## src/rtl/vga_pixel_gen.sv

```systemverilog
`default_nettype none
// ============================================================================
// Module   : vga_pixel_gen
// Purpose  : Wall + bouncing-square pixel generator with one-tick sync delay.
// Revision : 1.0 - initial release
// ============================================================================
module vga_pixel_gen #(
    parameter int          H_DISPLAY  = 640,
    parameter int          V_DISPLAY  = 480,
    parameter int          SQ_SIZE    = 16,
    parameter int          SPEED      = 2,
    parameter int          X0         = 100,
    parameter int          Y0         = 50,
    parameter logic [11:0] SQ_COLOR   = 12'hF00,
    parameter logic [11:0] WALL_COLOR = 12'hFFF,
    parameter logic [11:0] BG_COLOR   = 12'h00F
) (
    input  logic        clk,
    input  logic        reset,
    input  logic        p_tick,
    input  logic        video_on,
    input  logic        hsync_in,
    input  logic        vsync_in,
    input  logic [9:0]  pixel_x,
    input  logic [9:0]  pixel_y,
    input  logic        pause,
    output logic [11:0] rgb,
    output logic        hsync_out,
    output logic        vsync_out,
    output logic        frame_tick
);

    localparam logic [10:0] c_H_DISP = 11'(H_DISPLAY);
    localparam logic [10:0] c_V_DISP = 11'(V_DISPLAY);
    localparam logic [10:0] c_SQ     = 11'(SQ_SIZE);
    localparam logic [10:0] c_SPD    = 11'(SPEED);
    localparam logic [9:0]  c_SPD10  = 10'(SPEED);
    localparam logic [9:0]  c_X_MAX  = 10'(H_DISPLAY - SQ_SIZE);
    localparam logic [9:0]  c_Y_MAX  = 10'(V_DISPLAY - SQ_SIZE);
    localparam logic [9:0]  c_H_LAST = 10'(H_DISPLAY - 1);
    localparam logic [9:0]  c_V_LAST = 10'(V_DISPLAY - 1);
    localparam logic [9:0]  c_V_TICK = 10'(V_DISPLAY);
    localparam logic [9:0]  c_X0     = 10'(X0);
    localparam logic [9:0]  c_Y0     = 10'(Y0);
    localparam logic        c_DIR_POS = 1'b0;  // right / down
    localparam logic        c_DIR_NEG = 1'b1;  // left / up

    logic [9:0]  r_sq_x, r_sq_y;
    logic        r_dir_x, r_dir_y;
    logic [9:0]  w_nx, w_ny;
    logic        w_ndx, w_ndy;
    logic        w_wall, w_in_sq;
    logic [10:0] w_px, w_py, w_sx, w_sy;
    logic [11:0] w_color;

    // Widen to 11 bits so sq + SQ_SIZE cannot wrap near the right/bottom edge
    assign w_px = {1'b0, pixel_x};
    assign w_py = {1'b0, pixel_y};
    assign w_sx = {1'b0, r_sq_x};
    assign w_sy = {1'b0, r_sq_y};

    assign w_wall  = (pixel_x == 10'd0) || (pixel_x == c_H_LAST) ||
                     (pixel_y == 10'd0) || (pixel_y == c_V_LAST);
    assign w_in_sq = (w_px >= w_sx) && (w_px < w_sx + c_SQ) &&
                     (w_py >= w_sy) && (w_py < w_sy + c_SQ);

    always_comb begin
        w_color = BG_COLOR;
        if (!video_on)
            w_color = 12'h000;
        else if (w_wall)
            w_color = WALL_COLOR;
        else if (w_in_sq)
            w_color = SQ_COLOR;
    end

    always_comb begin
        w_nx  = r_sq_x;
        w_ndx = r_dir_x;
        w_ny  = r_sq_y;
        w_ndy = r_dir_y;
        if (r_dir_x == c_DIR_POS) begin
            if (w_sx + c_SQ + c_SPD > c_H_DISP) begin
                w_nx  = c_X_MAX;
                w_ndx = c_DIR_NEG;
            end else begin
                w_nx = r_sq_x + c_SPD10;
            end
        end else if (w_sx < c_SPD) begin
            w_nx  = 10'd0;
            w_ndx = c_DIR_POS;
        end else begin
            w_nx = r_sq_x - c_SPD10;
        end
        if (r_dir_y == c_DIR_POS) begin
            if (w_sy + c_SQ + c_SPD > c_V_DISP) begin
                w_ny  = c_Y_MAX;
                w_ndy = c_DIR_NEG;
            end else begin
                w_ny = r_sq_y + c_SPD10;
            end
        end else if (w_sy < c_SPD) begin
            w_ny  = 10'd0;
            w_ndy = c_DIR_POS;
        end else begin
            w_ny = r_sq_y - c_SPD10;
        end
    end

    always_ff @(posedge clk or negedge reset) begin
        if (!reset) begin
            rgb        <= 12'h000;
            hsync_out  <= 1'b0;
            vsync_out  <= 1'b0;
            frame_tick <= 1'b0;
        end else begin
            frame_tick <= p_tick && (pixel_x == 10'd0) && (pixel_y == c_V_TICK);
            if (p_tick) begin
                rgb       <= w_color;
                hsync_out <= hsync_in;
                vsync_out <= vsync_in;
            end
        end
    end

    // Motion advances in the clock where the registered frame_tick is high
    always_ff @(posedge clk or negedge reset) begin
        if (!reset) begin
            r_sq_x  <= c_X0;
            r_sq_y  <= c_Y0;
            r_dir_x <= c_DIR_POS;
            r_dir_y <= c_DIR_POS;
        end else if (frame_tick && !pause) begin
            r_sq_x  <= w_nx;
            r_sq_y  <= w_ny;
            r_dir_x <= w_ndx;
            r_dir_y <= w_ndy;
        end
    end

endmodule
`default_nettype wire
```

## config.mk

```make
export PLATFORM = sky130hd
export DESIGN_NAME = vga_pixel_gen
export DESIGN_NICKNAME = d
export VERILOG_FILES = /design/src/rtl/vga_pixel_gen.sv
export SDC_FILE = /design/constraint.sdc
export NUM_CORES = 1
export LEC_CHECK = 0
export CORE_AREA = 2 2 86 88
export CTS_CLUSTER_SIZE = 10
export DETAILED_ROUTE_END_ITERATION = 12
export DIE_AREA = 0 0 88 90
export GPL_TIMING_DRIVEN = 1
export PLACE_DENSITY = 0.69
export REMOVE_ABC_BUFFERS = 1
export SYNTH_ARGS = -nofsm -noshare
export SYNTH_HDL_FRONTEND = slang
export SYNTH_SLANG_ARGS = --single-unit
```

## constraint.sdc

```tcl
create_clock -name clk -period 3.7 [get_ports clk]
set_clock_uncertainty 0.1 [all_clocks]
set_input_delay 0.74 -clock clk [delete_from_list [all_inputs] [get_ports clk]]
set_output_delay 0.74 -clock clk [all_outputs]
set_load 0.01 [all_outputs]
```

==> results of run 1 <==
cell type report:
type	instances	area (um2)
clock buffers	3	41.3
clock inverters	1	30.0
fillers	648	3480
inverters	30	113
multi-input cells	309	2150
flip-flops and latches	26	658
well taps	99	124
repair buffers	44	433
final timing paths:
kind                       slack, ps  cells after the start         to
setup / recovery                 830                      9  r_sq_y[8]
hold / removal                   430                      1  vsync_out
setup reg to reg                 830                      9  r_sq_y[8]
hold reg to reg                  430                      1  vsync_out
max in group asynchronous       2440                      2  r_sq_x[2]
min in group asynchronous        720                      2  r_sq_y[3]
registers in the layout, summed over array words and instances, names as in the netlist:
name	cells
frame_tick	1
hsync_out	1
r_dir_x	1
r_dir_y	1
r_sq_x	9
r_sq_y	9
rgb	3
vsync_out	1
report_power, final:
part / leakage [nW] / internal (mW) / switching, mW
Clock: 0.0357 / 0.145 / 0.104
Sequential: 0.304 / 0.288 / 0.00365
Combinational: 1.11 / 0.0629 / 0.0490
stage by stage:
| step | std cells | total power, mW | setup slack, ps | util [%] |
|---|---|---|---|---|
| CTS | 512 | 0.664 | 817 | 50.5 |
| floorplan | 365 | 0.339 | 1290 | - |
| global route | 512 | 0.690 | 639 | 50.5 |
| detailed placement | 508 | 0.410 | 683 | 49.5 |
| finish | 512 | 0.653 | 834 | 50.5 |
| global placement | 508 | 0.406 | 723 | 49.5 |
synth_stat cells, types with 4 or more instances:
cell | count | share of area [%]
buf_4 | 11 | 2.7
nor3_1 | 16 | 2.6
nor2b_1 | 4 | 0.82
nor4_1 | 4 | 0.82
o21ai_0 | 30 | 4.9
dfrtp_1 | 20 | 16
nand2_1 | 22 | 2.7
nand4_1 | 9 | 1.8
a22oi_1 | 8 | 2.0
xnor2_1 | 12 | 3.4
o211ai_1 | 7 | 1.7
ha_1 | 40 | 16
nor2_1 | 26 | 3.2
dfstp_2 | 6 | 5.1
a31oi_1 | 8 | 1.6
buf_2 | 4 | 0.65
a21oi_1 | 28 | 4.6
clkbuf_1 | 12 | 1.5
nand3_1 | 19 | 3.1
o21a_1 | 8 | 2.0
inv_1 | 30 | 3.7
layer usage:
metal / vias up / share of wire, % / GRT usage (%)
met4: 0 / 0.86 / 4.87
met2: 83 / 47 / 33.3
met3: 4 / 4.9 / 2.02
met5: - / 0 / 0
met1: 1419 / 47 / 28.8
li1: 1493 / - / -
layout by cell type, fill, tap and decap left out, types with 3 or more instances in the layout:
master,Yosys,layout
dfstp_2,6,6
ha_1,40,40
clkdlybuf4s50_1,0,41
a21oi_1,28,28
a21o_1,3,3
inv_1,30,30
clkbuf_8,0,3
a31oi_1,8,8
and3_1,3,3
xnor2_1,12,12
o211ai_1,7,7
or3_1,3,3
o31ai_1,3,3
buf_4,11,3
o21ai_0,30,30
o21a_1,8,8
nor2_1,26,26
nand4_1,9,9
nand2b_1,3,3
dfrtp_1,20,20
nand3_1,19,19
a22oi_1,8,8
nor4_1,4,4
nor2b_1,4,4
nor3_1,16,16
nand2_1,22,22
worst max-delay path: cells and delay by family, from the launching register on:
family          cells  cell delay (ps)
compound gates      5             1070
flops               1              630
simple gates        2              450
fa+ha+maj           1              350
buf+inv             1              130
kinds of logic after synthesis:
logic type,Yosys count,synth area share (%)
and+or+nand+nor,127,21.5
AOI/OAI and AO/OA,124,26.6
buffers and inverters,57,8.49
adders and majority gates,40,16.3
DFF,26,21.5
xor gates and xnor gates,13,3.72
muxes,5,1.88
==> run summary, run 1 <==
maximum clock path buffer count = 2
RSZ-0062 raised after global routing = no
post-route setup TNS = 0 ps
CTS tree = done
Fin Hold WS = 431 ps
worst-path fanout max = 9
via count = 2999
Num Clock Sinks = 26
setup bufs post-CTS = 0
Ys Warns = 0
vias per cell = 5.86
ANT nets after route = 0
Post-Synthesis Cells = 392
Routed WL per cell = 15.4 um
Hold Startpoint = vsync_out
Avg Inst Size Synth = 7.82 um2
cts bufs inserted = 3
hold_buf cts = 0
Final Instance Area = 3540 um2
Final Hold Viols = 0
EDFF count, synth = 0
critical path startpoint = r_sq_y[1]
HP Class = reg2reg
GPL Wtd Cong = 0.872
CP most frequent cell = o211ai_1
post-route DRC violation count = 0
Fmax = 349 MHz
PortBufs = 41
sequential area share after synthesis = 21.5%
Cell variety after synth = 64
Async SR Flop Fraction = 100%
largest net degree at the start of global routing = 35
PD cells = 184 nW/um2
Pre-Repair DR Iteration Count = 4
reg-to-reg critical path startpoint = r_sq_y[1]
fin crit period = 2870 ps
Tot GR Track Use = 20.4%
Final Slew Violations = 0
Crit Path Class = reg2reg
maxcap violations = 0
Worst setup EP type = register
Mapped Area = 3060 um2
Slew headroom = 50.1%
total die area = 7920 um2
status = finished, final reports clean
Main synth FF type = dfrtp_1
Starting DRT DRC Count = 207
Critical Path RT = 3760 ps
Top Ports = 42
die width = 88 um
clock transition at the registers of the reported paths = 110 ps
Crit path arrival time = 2920 ps
leakage power figure = 1.45 nW
root buffer cell = clkbuf_8
CTS resizes = 0
Clk Latency, worst-skew pair = 290 ps
initial antenna violation count = 0
slew of the pin with the lowest slew margin = 740 ps
core area = 7020 um2
HPWL Detailed = 6030 um
H-tree levels = 1
layout cell share with drive strength beyond 1 = 6.78%
vias in the first global route = 2805
synthesis-to-layout area growth = 15.7%
starting density of the core = 43.6%
Overflow after GRT = 0
Setup violations, final = 0
Total Nets Final = 481
Setup crit start kind = register
first-pass GRT wire length = 13200 um
critical-path cell list = inv_1, ha_1, nor2b_1, o211ai_1, a22oi_1, o21ai_0, a41oi_1, or2_2, o211ai_1
# diodes = 0
worst vdd ir = 0.120 mV
total wire length = 7870 um
period utilisation layout = 77.5%
CP max stage delay = 630 ps
FF+latch count, synth = 26
# rows = 31
Worst path slowest cell = dfstp_2
DP Area = 3470 um2
DIE HEIGHT = 90 um
No activity file was read; power rests on OpenSTA's default activity.
==> run 2: changes to the inputs <==
clock period = 2.9 ns   (was 3.7 ns; I/O delays follow)
==> run summary, run 2 (same netlist as run 1, synthesis figures left out) <==
clock transition at the registers of the reported paths = 110 ps
top flop regs = r_sq_x x9, r_sq_y x9, rgb x3
maxcap violations = 0
fin crit period = 2690 ps
via count = 3057
starting density of the core = 43.6%
Clk Latency, worst-skew pair = 280 ps
maximum clock path buffer count = 2
worst vdd ir = 0.153 mV
# diodes = 0
Worst path slowest cell = dfstp_2
Setup violations, final = 0
Num Clock Sinks = 26
Fmax = 372 MHz
Crit Path Class = reg2reg
hold_buf cts = 0
Worst setup EP type = register
most common cell after layout, fill and taps aside = clkdlybuf4s50_1
root buffer cell = clkbuf_8
total die area = 7920 um2
period utilisation layout = 92.7%
ANT nets after route = 0
reg-to-reg critical path startpoint = r_sq_x[5]
Top Ports = 42
Final Slew Violations = 0
Overflow after GRT = 0
Setup crit start kind = register
PD cells = 213 nW/um2
Slew headroom = 52.2%
Fin Hold WS = 427 ps
core area = 7020 um2
post-place setup slack = 77.6 ps
Fillers = 684
CP max stage delay = 610 ps
Pre-Repair DR Iteration Count = 5
Final Hold Viols = 0
Bufs and invs on worst path = 0
RSZ-0062 raised after global routing = no
HPWL Detailed = 6280 um
cts bufs inserted = 3
slew of the pin with the lowest slew margin = 709 ps
synthesis-to-layout area growth = 16.9%
critical path startpoint = r_sq_x[5]
post-route setup TNS = 0 ps
CP delay by family, top = flip-flops
total power = 0.764 mW
die width = 88 um
total wire length = 8180 um
PortBufs = 41
Crit path arrival time = 2800 ps
largest net degree at the start of global routing = 35
Starting DRT DRC Count = 245
initial antenna violation count = 0
H-tree levels = 1
CTS tree = done
Hold Startpoint = vsync_out
post-route DRC violation count = 0
vias in the first global route = 2867
critical-path cell list = ha_2, xnor2_1, or2_0, or3_1, a22oi_2, o211ai_2, mux2_4, a21oi_2
worst-path fanout max = 8
GPL Wtd Cong = 0.873
commonest non-fill, non-tap cells in the layout = clkdlybuf4s50_1 (41), ha_1 (39), inv_1 (30), o21ai_0 (30), a21oi_1 (28)
# rows = 31
layout cell share with drive strength beyond 1 = 8.59%
first-pass GRT wire length = 13400 um
status = finished, final reports clean
HP Class = reg2reg
setup ws final = 211 ps
vias per cell = 5.90
Routed WL per cell = 15.8 um
Tot GR Track Use = 20.8%
DIE HEIGHT = 90 um
Critical Path RT = 3010 ps
leakage power figure = 1.47 nW
Total Nets Final = 487
==> run 2: power by group <==
group	internal (mW)	switching [mW]	leakage (nW)
logic	0.0804	0.0633	1.14
registers	0.368	0.00445	0.304
clock network	0.122	0.127	0.0288
total	0.570	0.195	1.47
==> run 2: what timing repair did <==
item / 4_1_cts / 5_1_grt
setup endpoints to repair: 0 / 3
setup buffers: 0 / 0
resized for setup: 0 / 2
==> run 2: final timing paths <==
path / end / slack [ps] / cells after the start
max: r_sq_x[2] / 210 / 8
min: vsync_out / 430 / 1
max reg2reg: r_sq_x[2] / 210 / 8
min reg2reg: vsync_out / 430 / 1
max in group asynchronous: r_sq_x[2] / 1800 / 2
min in group asynchronous: r_sq_y[2] / 570 / 2
==> run 2: cell type report <==
class                      instances  area [um2]  area share [%]
multi-input combinational        309        2160            60.2
sequential                        26         658            18.4
timing repair buffer              50         478            13.3
tap                               99         124            3.46
inverter                          30         113            3.14
clock buffer                       4        55.1            1.54
==> run 2: per-stage QoR <==
stage	utilization (%)	area [um2]	cells
floorplan	-	2920	365
global placement	50.1	3520	514
detailed placement	50.1	3520	514
CTS	50.9	3570	518
global route	51.0	3580	518
finish	51.0	3580	518
==> run 2: metal layers <==
metal / GRT usage, % / share of wire [%]
met1: 30.0 / 47
met2: 33.4 / 47
met3: 2.20 / 5.0
met4: 4.36 / 0.65
met5: 0 / 0
